## src/rtl/kbd_event_queue_pkg.sv

```systemverilog
// Shared types for the keyboard event queue: register offsets, control layout
// and the watermark clamping rule.
package kbd_event_queue_pkg;

  // Register offsets on the 4-bit bus address.
  typedef enum logic [3:0] {
    DATA    = 4'h0,
    CONTROL = 4'h1,
    STATUS  = 4'h2,
    DROPS   = 4'h3
  } kbd_queue_port_t;

  // Control register state. The watermark is kept 9 bits wide so a depth of
  // 256 can be represented; only its low byte is visible on the bus.
  typedef struct packed {
    logic [8:0] watermark;
    logic       flush;
    logic       irq_en;
    logic       enable;
  } kbd_queue_ctrl_t;

  localparam logic [15:0] DROP_MAX = 16'hFFFF;

  // A watermark of 0 would fire permanently and one above the depth could
  // never fire, so writes are pinned into 1..depth.
  function automatic logic [8:0] clamp_watermark(input logic [7:0] value,
                                                 input int unsigned depth);
    if (value == 8'd0) return 9'd1;
    if (32'(value) > depth) return 9'(depth);
    return {1'b0, value};
  endfunction

endpackage

```

## src/rtl/kbd_event_ring.sv

```systemverilog
// Ring buffer of keyboard events: register-array storage, read/write pointers
// and an occupancy count. The head entry is presented combinationally.
module kbd_event_ring
  import kbd_event_queue_pkg::*;
#(
  parameter int DATA_WIDTH = 9,
  parameter int ADDR_WIDTH = 5
) (
  input  logic                  clk,
  input  logic                  rst,
  input  logic                  push,
  input  logic                  pop,
  input  logic                  flush,
  input  logic [DATA_WIDTH-1:0] data_in,
  output logic [DATA_WIDTH-1:0] head,
  output logic [ADDR_WIDTH:0]   count,
  output logic [ADDR_WIDTH:0]   count_next,
  output logic                  empty,
  output logic                  full
);

  localparam int DEPTH = 2 ** ADDR_WIDTH;

  logic [DATA_WIDTH-1:0] mem [DEPTH];
  logic [ADDR_WIDTH-1:0] wr_ptr, rd_ptr;
  logic                  pop_ok, push_ok;

  assign empty   = (count == '0);
  assign full    = (count == (ADDR_WIDTH+1)'(DEPTH));
  assign head    = mem[rd_ptr];
  // Guard against callers that do not check occupancy themselves; a push
  // into a full ring is only legal when an entry leaves in the same cycle.
  assign pop_ok  = pop && !empty;
  assign push_ok = push && (!full || pop_ok);

  // Occupancy after this edge; flush dominates any push/pop.
  always_comb begin
    count_next = count;
    if (flush)                  count_next = '0;
    else if (push_ok && !pop_ok) count_next = count + 1'b1;
    else if (pop_ok && !push_ok) count_next = count - 1'b1;
  end

  // Pointers and count; power-of-two depth makes pointer wrap free.
  always_ff @(posedge clk) begin
    if (rst || flush) begin
      wr_ptr <= '0;
      rd_ptr <= '0;
      count  <= '0;
    end else begin
      if (push_ok) wr_ptr <= wr_ptr + 1'b1;
      if (pop_ok)  rd_ptr <= rd_ptr + 1'b1;
      count <= count_next;
    end
  end

  // Storage write; contents are not reset since count marks validity.
  always_ff @(posedge clk) begin
    if (push_ok && !flush) mem[wr_ptr] <= data_in;
  end

endmodule

```

## src/rtl/kbd_event_queue.sv

```systemverilog
// Bus-attached keyboard event queue: register decode, overflow/drop
// accounting and the watermark interrupt around a kbd_event_ring.
module kbd_event_queue
  import kbd_event_queue_pkg::*;
#(
  parameter int DATA_WIDTH      = 9,
  parameter int ADDR_WIDTH      = 5,
  parameter int RESET_WATERMARK = 1
) (
  input  logic                  clk_i,
  input  logic                  rst_i,
  input  logic [DATA_WIDTH-1:0] event_i,
  input  logic                  event_valid_i,
  input  logic                  chip_select_i,
  input  logic [3:0]            addr_i,
  input  logic                  read_enable_i,
  output logic [31:0]           read_data_o,
  input  logic [31:0]           write_data_i,
  input  logic [3:0]            write_mask_i,
  output logic                  interrupt_o
);

  localparam int DEPTH = 2 ** ADDR_WIDTH;

  kbd_queue_port_t       port;
  kbd_queue_ctrl_t       ctrl, ctrl_next;
  logic                  overflow, overflow_next;
  logic [15:0]           drops, drops_next;
  logic                  irq_next;
  logic [31:0]           read_next;
  logic                  bus_wr, bus_rd, flush, pop, push, lost;
  logic [DATA_WIDTH-1:0] head;
  logic [ADDR_WIDTH:0]   count, count_next;
  logic                  empty, full;
  logic                  unused_bits;

  assign port   = kbd_queue_port_t'(addr_i);
  assign bus_wr = chip_select_i && (write_mask_i != 4'b0);
  assign bus_rd = chip_select_i && read_enable_i;
  assign flush  = bus_wr && (port == CONTROL) && write_mask_i[0] && write_data_i[2];
  assign pop    = bus_rd && (port == DATA) && !empty;
  // Events are gated by the pre-write enable; the flush cycle swallows them.
  assign push   = event_valid_i && ctrl.enable && !flush && (!full || pop);
  assign lost   = event_valid_i && ctrl.enable && !flush && full && !pop;

  assign unused_bits = ^{write_data_i[31:16], write_data_i[7:3], ctrl.flush};

  kbd_event_ring #(
    .DATA_WIDTH(DATA_WIDTH),
    .ADDR_WIDTH(ADDR_WIDTH)
  ) u_ring (
    .clk       (clk_i),
    .rst       (rst_i),
    .push      (push),
    .pop       (pop),
    .flush     (flush),
    .data_in   (event_i),
    .head      (head),
    .count     (count),
    .count_next(count_next),
    .empty     (empty),
    .full      (full)
  );

  // Next control/overflow/drop state; a DROPS write clears before this
  // cycle's loss is accounted, so a coincident drop is still recorded.
  always_comb begin
    ctrl_next     = ctrl;
    overflow_next = overflow;
    drops_next    = drops;
    if (bus_wr && port == CONTROL) begin
      if (write_mask_i[0]) begin
        ctrl_next.enable = write_data_i[0];
        ctrl_next.irq_en = write_data_i[1];
      end
      if (write_mask_i[1])
        ctrl_next.watermark = clamp_watermark(write_data_i[15:8], DEPTH);
    end
    if (bus_wr && port == DROPS) begin
      overflow_next = 1'b0;
      drops_next    = '0;
    end
    if (lost) begin
      overflow_next = 1'b1;
      if (drops_next != DROP_MAX) drops_next = drops_next + 1'b1;
    end
    irq_next = ctrl_next.irq_en &&
               ((9'(count_next) >= ctrl_next.watermark) || overflow_next);
  end

  // Read mux over the pre-write state.
  always_comb begin
    read_next = '0;
    case (port)
      DATA:    if (!empty) read_next = {15'b0, 1'b1, 16'(head)};
      CONTROL: read_next = {16'b0, ctrl.watermark[7:0], 5'b0, 1'b0, ctrl.irq_en, ctrl.enable};
      STATUS:  read_next = {13'b0, overflow, full, empty, 7'b0, 9'(count)};
      DROPS:   read_next = {16'b0, drops};
      default: read_next = '0;
    endcase
  end

  // Register state, interrupt and read data; read data holds between reads.
  always_ff @(posedge clk_i) begin
    if (rst_i) begin
      ctrl        <= '{watermark: 9'(RESET_WATERMARK), flush: 1'b0, irq_en: 1'b1, enable: 1'b1};
      overflow    <= 1'b0;
      drops       <= '0;
      interrupt_o <= 1'b0;
      read_data_o <= '0;
    end else begin
      ctrl        <= ctrl_next;
      overflow    <= overflow_next;
      drops       <= drops_next;
      interrupt_o <= irq_next;
      if (bus_rd) read_data_o <= read_next;
    end
  end

endmodule
```

## config.mk

```make
export PLATFORM = sky130hd
export DESIGN_NAME = kbd_event_queue
export DESIGN_NICKNAME = d
export VERILOG_FILES = /design/src/rtl/kbd_event_queue_pkg.sv /design/src/rtl/kbd_event_ring.sv /design/src/rtl/kbd_event_queue.sv
export SDC_FILE = /design/constraint.sdc
export NUM_CORES = 1
export LEC_CHECK = 0
export ABC_AREA = 1
export CORE_UTILIZATION = 32
export CTS_BUF_LIST = sky130_fd_sc_hd__clkbuf_16
export DETAILED_ROUTE_END_ITERATION = 6
export SLEW_MARGIN = 20
export SYNTH_ARGS = -nofsm -noshare
export SYNTH_HDL_FRONTEND = slang
export SYNTH_SLANG_ARGS = --single-unit
```

## constraint.sdc

```tcl
create_clock -name clk_i -period 4 [get_ports clk_i]
set_input_delay 0.6 -clock clk_i [delete_from_list [all_inputs] [get_ports clk_i]]
set_output_delay 0.6 -clock clk_i [all_outputs]
set_load 0.02 [all_outputs]
```

### After elaboration in Yosys (flattened, before gate mapping)

Memories as Yosys holds them, arrays and structs flattened. A register that Yosys moved wholly into a read port is not among the register bits.
Cells that the tools add are included.

* bits in writable memories: 288
* input bits: 54
* word-level logic and storage cells: 86
* output and inout bits: 33
* memories kept: 1
* bits in registers: 77

Memory list
* u_ring.mem: depth 32, bits a word 9, read ports 1, clocked after memory_dff 1, write ports 1, line kbd_event_ring.sv:24 `logic [DATA_WIDTH-1:0] mem [DEPTH];`

* reduce and logical (&&, ||, !) cells: 34
* add/sub/neg operators: 5
* order comparisons: 2
* equal/unequal tests: 5
* mux-type cells: 29

Operators with widths (count)
* $pmux 32 s4: 1
* $mux 9: 6
* $mux 16: 3
* $logic_and 1x1->1: 19
* $mux 6: 3
* $mux 17: 1
* $add 16x1->16 const B: 1
* $ne 16x16->1 const B: 1
* $mux 1: 11
* $add 5x1->5 const B: 2
* $mux 5: 2
* $ge 6x9->1: 1
* $eq 4x2->1 const B: 2
* $gt 8x6->1 const B: 1
* $logic_not 8->1: 1
* $add 6x1->6 const B: 1
* $eq 6x6->1 const B: 1
* $logic_not 1->1: 6
* $logic_not 6->1: 1
* $sub 6x1->6 const B: 1
* $eq 4x1->1 const B: 1
* $logic_not 4->1: 1
* $logic_or 1x1->1: 4
* $mux 2: 2
* other kinds (2): 2

### Depth between registers and ports, before layout

* word-level depth: 17
* gate-level depth with buffers: 21
* depth with buffers taken out: 21

### By module

Synthesis repeated with hierarchy kept, for this count alone.

* cells, all modules: 1623
* area, all modules: 16016.6 µm²

By module, submodules not included
* kbd_event_ring: seq. area each 9068.7 µm², area each 13127.6 µm², times used 1, cells an instance 1196
* kbd_event_queue: seq. area each 960.9 µm², area each 2889.0 µm², times used 1, cells an instance 427

### Worst setup path before layout

Ideal clock, no wire load.

* path type: input to register
* from: in addr_i[2]
* to: reg interrupt_o
* setup time: 0.125 ns
* stages: 19
* arrival time: 2.628 ns
* slack: 1.247 ns
* data required time: 3.875 ns
* path buffers: 1
* cell sequence: inv_1 nand2_2 nor3_1 nand2_1 nand3_2 inv_1 nor2_4 nand2_2 buf_6 a21oi_1 nor2_1 nand2_1 inv_1 ha_1 a21oi_1 o221ai_1 a21oi_1 nand3b_1 a21oi_1

* word-level cells in the longest chain between the ends: 16

Ends and longest elaborated chain
* start, declared: line kbd_event_queue.sv:15 `input logic [3:0] addr_i,`
* $eq 4x1->1: line kbd_event_queue.sv:40 `assign flush = bus_wr && (port == CONTROL) && write_mask_i[0] && write_data_i[2];`
* $logic_and 1x1->1 (3 in a row): line kbd_event_queue.sv:40
* $logic_not 1->1: line kbd_event_queue.sv:43 `assign push = event_valid_i && ctrl.enable && !flush && (!full || pop);`
* $logic_and 1x1->1 (2 in a row): line kbd_event_queue.sv:43
* $logic_and 1x1->1: line kbd_event_ring.sv:34 `assign push_ok = push && (!full || pop_ok);`
* $logic_not 1->1: line kbd_event_ring.sv:41 `else if (pop_ok && !push_ok) count_next = count - 1'b1;`
* $logic_and 1x1->1: line kbd_event_ring.sv:41
* $mux 6: line kbd_event_ring.sv:41
* $mux 6: line kbd_event_ring.sv:40 `else if (push_ok && !pop_ok) count_next = count + 1'b1;`
* $mux 6 (*): line kbd_event_ring.sv:39 `if (flush) count_next = '0;`
* via count_next[4]: line kbd_event_queue.sv:33 `logic [ADDR_WIDTH:0] count, count_next;`
* $ge 6x9->1 (*): line kbd_event_queue.sv:88 `((9'(count_next) >= ctrl_next.watermark) || overflow_next);`
* $logic_or 1x1->1 (*): line kbd_event_queue.sv:88
* $logic_and 1x1->1 (*): line kbd_event_queue.sv:87 `irq_next = ctrl_next.irq_en &&`
* end signal, assigned: line kbd_event_queue.sv:115 `interrupt_o <= irq_next;`
* end, declared: line kbd_event_queue.sv:20 `output logic interrupt_o`

The timed path passes the listed nets; every way through them passes the cells marked *.
A chain may end at the register's enable or synchronous reset.

### Worst setup path in the final report

Same ends and word-level chain as after synthesis.

==> results <==
- The number of gates given a new drive strength after cts is 0.
- Data on the critical path arrives at its endpoint at 3.56 ns.
- The tree built by TritonCTS fans out to 357 sinks.
- The first global-routing pass estimated between 50000 and 60000 um of wire.
- On the worst path, the slowest cell contributes a delay of roughly 0.41 ns.
- The number of vias per cell after detailed routing is roughly 4.8.
- For this run, design rule violations remaining after detail routing come to 1.
- The timing-limited maximum frequency is 318 MHz.
- The run finished, with violations left.
- Summed over all cells, the static leakage comes to between 6 and 7 nW.
- The count of standard-cell rows is around 80.
- At the pin with the least slew margin, the transition time is between 1 and 1.5 ns.
- The count of cells in the finished layout, fillers not included, comes to 2303.
- In this run the tightest slew margin relative to its limit is roughly 30%.
- The critical path goes through clkdlybuf4s50_1 > inv_1 > nand2_2 > nor3_1 > nand2_1 > nand3_2 > inv_1 > nor2_4 > nand2_2 > a21oi_1 > nor2_1 > nand2_1 > inv_1 > ha_1 > a21oi_1 > o221ai_1 > a21oi_1 > nand3b_1 > a21oi_1.
- TritonCTS built the clock tree.
- After synthesis, the most frequently instantiated cells are edfxtp_1 (288), nand2_1 (250), inv_1 (216), nand3_1 (173), o211ai_1 (102).
- Setup violations remaining at the end of the flow were counted as 0.
- The area of the die is between 50000 and 60000 um2.
- The final design utilization is between 30 and 40%.
- The final weighted congestion in routability-driven placement is ~0.83.
- A synthesized cell averages between 10 and 15 um2.
- The synthesized design spends more area on one cell type than any other, namely edfxtp_1.
- The routed wire length per instance is between 15 and 20 um.
- For this run, the detailed router's first-pass iteration total came to 7.
- The core region is between 40000 and 50000 um2.
- The cell area after synthesis is between 15000 and 20000 um2.
- In this run the deepest clock path goes through 3 buffers.
- The worst register-to-register path has a depth of 18.
- The area occupied by multi-input gates is 4530 um2.
- The Yosys step of the flow raised 0 warnings.
- In this design, the largest share of critical-path delay is due to simple AND/OR/NAND/NOR gates.
- The worst clock skew on the final layout is between 0.01 and 0.015 ns.
- The library cell contributing the largest single delay on the critical path is clkdlybuf4s50_1.
- The level count of the clock H-tree is 2.
- The share of layout cells above drive strength 1 is about 8.5%.
- The summed area of non-filler cells in the final layout is between 15000 and 20000 um2.
- Setup repair after global routing left no endpoint under its margin.
- At the later pin of the worst-skew pair, clock insertion delay measures about 0.54 ns.
- In the post-synthesis netlist, the biggest area contributors are edfxtp_1 (55%), dfxtp_1 (8.8%), nand2_1 (5.9%).
- Global routing used roughly 15% of the available tracks.
- The total wirelength of the detailed-routed design is between 30000 and 40000 um.
- The die is 224 um tall.
- The number of hold buffers added after cts is 0.
- In this run the power density over the cells is approximately 420 nW/um2.
- The worst setup path is captured at a flip-flop.
- The tool flagged a number of max-cap violations equal to 0.
- The class of the worst hold path is reg2reg.
- The routed via count is between 10k and 15k.
- At the end of the flow, the number of nets in the layout was approximately 1.7k.
- In this design, the critical path's most frequently occurring cell is a21oi_1.
- After global routing the overflow that remains totals 0.
- The synthesized design devotes to its leading area cell type ~55% of total area.
- The worst hold path was traced through 2 stages.
- The number of global-route vias before repair came to around 10k.
- Of all nets on the critical path, the largest fanout is 11.
- The clock root buffer master is clkbuf_16.
- The most numerous cell in the Yosys netlist is edfxtp_1.
- The largest net degree at the start of global routing is between 80 and 90.
- The number of buffer cells added on primary ports is 52.
- The horizontal die dimension is around 220 um.
- From synthesis to final layout, the design area changed by 16.6%.
- The final-report max-slew violation count came to 0.
- Summed over all nets, the half-perimeter wirelength after detailed placement is 24300 um.
- Synthesis produced 1537 cells.
- The number of synthesized flops with an enable pin is between 200 and 300.
- The count of nets left with antenna violations once routing finished came out at 0.
- The nature of the critical path startpoint is an input port.
- The checks that failed: DRC.
- Counting flops with an async set or reset pin after synthesis yields a share of 0%.
- The number of different library cells used by synthesis comes to 42.
- The number of endpoints with negative hold slack in the final report is 0.
- The number of placed instances, taps included, is between 2k and 2.5k.
- The storage element area is 10000 um2.
- The layout filler cell count is 4760.
- The worst IR drop on VDD is between 0.0002 and 0.0003 V.
- After the first detailed-routing iteration, the DRC count stood at about 910.
- The initial antenna violation count was 0.
- Setup total negative slack on the finished layout was measured at 0 ns.
- Buffers inserted during clock tree synthesis total 38.
- The shortest clock period the worst path allows after layout is 3.15 ns.
- For the worst setup path, the data required time is 4.41 ns.
- The number of buffers added for setup after CTS is 0.
- The total number of cells along the worst setup path is 19.
- For this configuration, the core starts out at a cell density of about 32%.
- Sequential cells were found to cover 63.6% of the synthesized design area.
- The critical path contains buffers and inverters numbering 4 combined.
- After clock tree synthesis, the clock-pin slew on the worst setup and hold paths is around 0.060 ns.
- The worst path uses 78.7% of the clock period.
- The worst setup path is of the in2reg kind.
- The post-synthesis sequential element count is 357.
- The most used flip-flop cell after synthesis is edfxtp_1.
- The placed cell area is approximately 17000 um2.
- The repair_antennas step left the layout with diodes totalling 0.
- Pin placement for this block handled 87 I/O pins.
## worst min-delay path: cells and delay by family, from the launching register on
| kind | cells | cell delay, ns |
|---|---|---|
| flops | 1 | 0.31 |
| simple gates | 2 | 0.09 |
## worst paths after layout
check             startpoint          end  slack (ns)
max                addr_i[2]  interrupt_o        0.85
min                 ctrl[11]     ctrl[11]        0.44
max reg2reg  u_ring.count[1]  interrupt_o        1.09
min reg2reg         ctrl[11]     ctrl[11]        0.44
## cells in the final DEF (no fill, tap or decap), types with 3 or more instances in the layout
| cell | instances |
|---|---|
| o21ai_1 | 3 |
| clkdlybuf4s50_1 | 52 |
| buf_4 | 54 |
| nand4_1 | 10 |
| nand3_2 | 3 |
| a22oi_1 | 3 |
| clkbuf_16 | 39 |
| edfxtp_1 | 288 |
| ha_1 | 15 |
| inv_1 | 226 |
| nand3b_1 | 4 |
| o211ai_1 | 102 |
| a21oi_1 | 91 |
| dfxtp_1 | 67 |
| conb_1 | 13 |
| clkinv_1 | 9 |
| nor2_2 | 4 |
| nor2_1 | 93 |
| nor3_1 | 12 |
| xor2_1 | 4 |
| nor4_1 | 3 |
| nand2_2 | 8 |
| nand2_1 | 250 |
| o21ai_0 | 64 |
| nor2_4 | 3 |
| o22ai_1 | 8 |
| buf_12 | 3 |
| inv_2 | 5 |
| or2_2 | 3 |
| clkinv_2 | 5 |
| nand3_1 | 173 |
## final cells by class
class                      instances  area share (%)
inverter                         223            4.55
clock inverter                    28            1.08
tap                              664            4.52
sequential                       357            54.6
clock buffer                      39            5.30
multi-input combinational        883            24.6
timing repair buffer             109            5.36
## power breakdown
group	internal [mW]	total (mW)	leakage, nW	switching (mW)
Combinational	0.117	0.368	2.77	0.252
Sequential	4.04	4.06	3.15	0.0221
Clock	1.90	3.33	0.615	1.43
## state kept, by name (all words and copies together) (netlist names), named ones only
register	count
ctrl	11
drops	16
interrupt_o	1
overflow	1
read_data_o	19
u_ring.count	6
u_ring.mem	288
u_ring.rd_ptr	5
u_ring.wr_ptr	5
## stage by stage
step	power (mW)	setup slack (ns)	hold slack, ns
after global routing	8.02	0.543	0.453
final	7.76	0.852	0.439
after detailed placement	4.51	0.317	0.428
after global placement	4.51	0.316	0.425
after floorplan	4.35	1.25	0.415
after CTS	7.83	0.866	0.438
## kinds of logic (layout without fill, tap and decap cells)
family | count (synthesis) | after routing | synth area share [%]
simple gates | 572 | 572 | 16.3
flops | 357 | 357 | 63.6
buf+inv | 309 | 399 | 8.02
compound gates | 278 | 278 | 10.7
fa+ha+maj | 15 | 15 | 1.19
xor+xnor | 5 | 5 | 0.277
other cells | 1 | 13 | 0.0238
## metal layers
metal	share of wire, %	track usage [%]	up-vias
li1	-	-	5413
met1	43	19.5	5347
met2	48	25.7	300
met3	5.5	2.51	69
met4	2.9	5.63	0
met5	0	0	-
No activity file was read; power rests on OpenSTA's default activity.
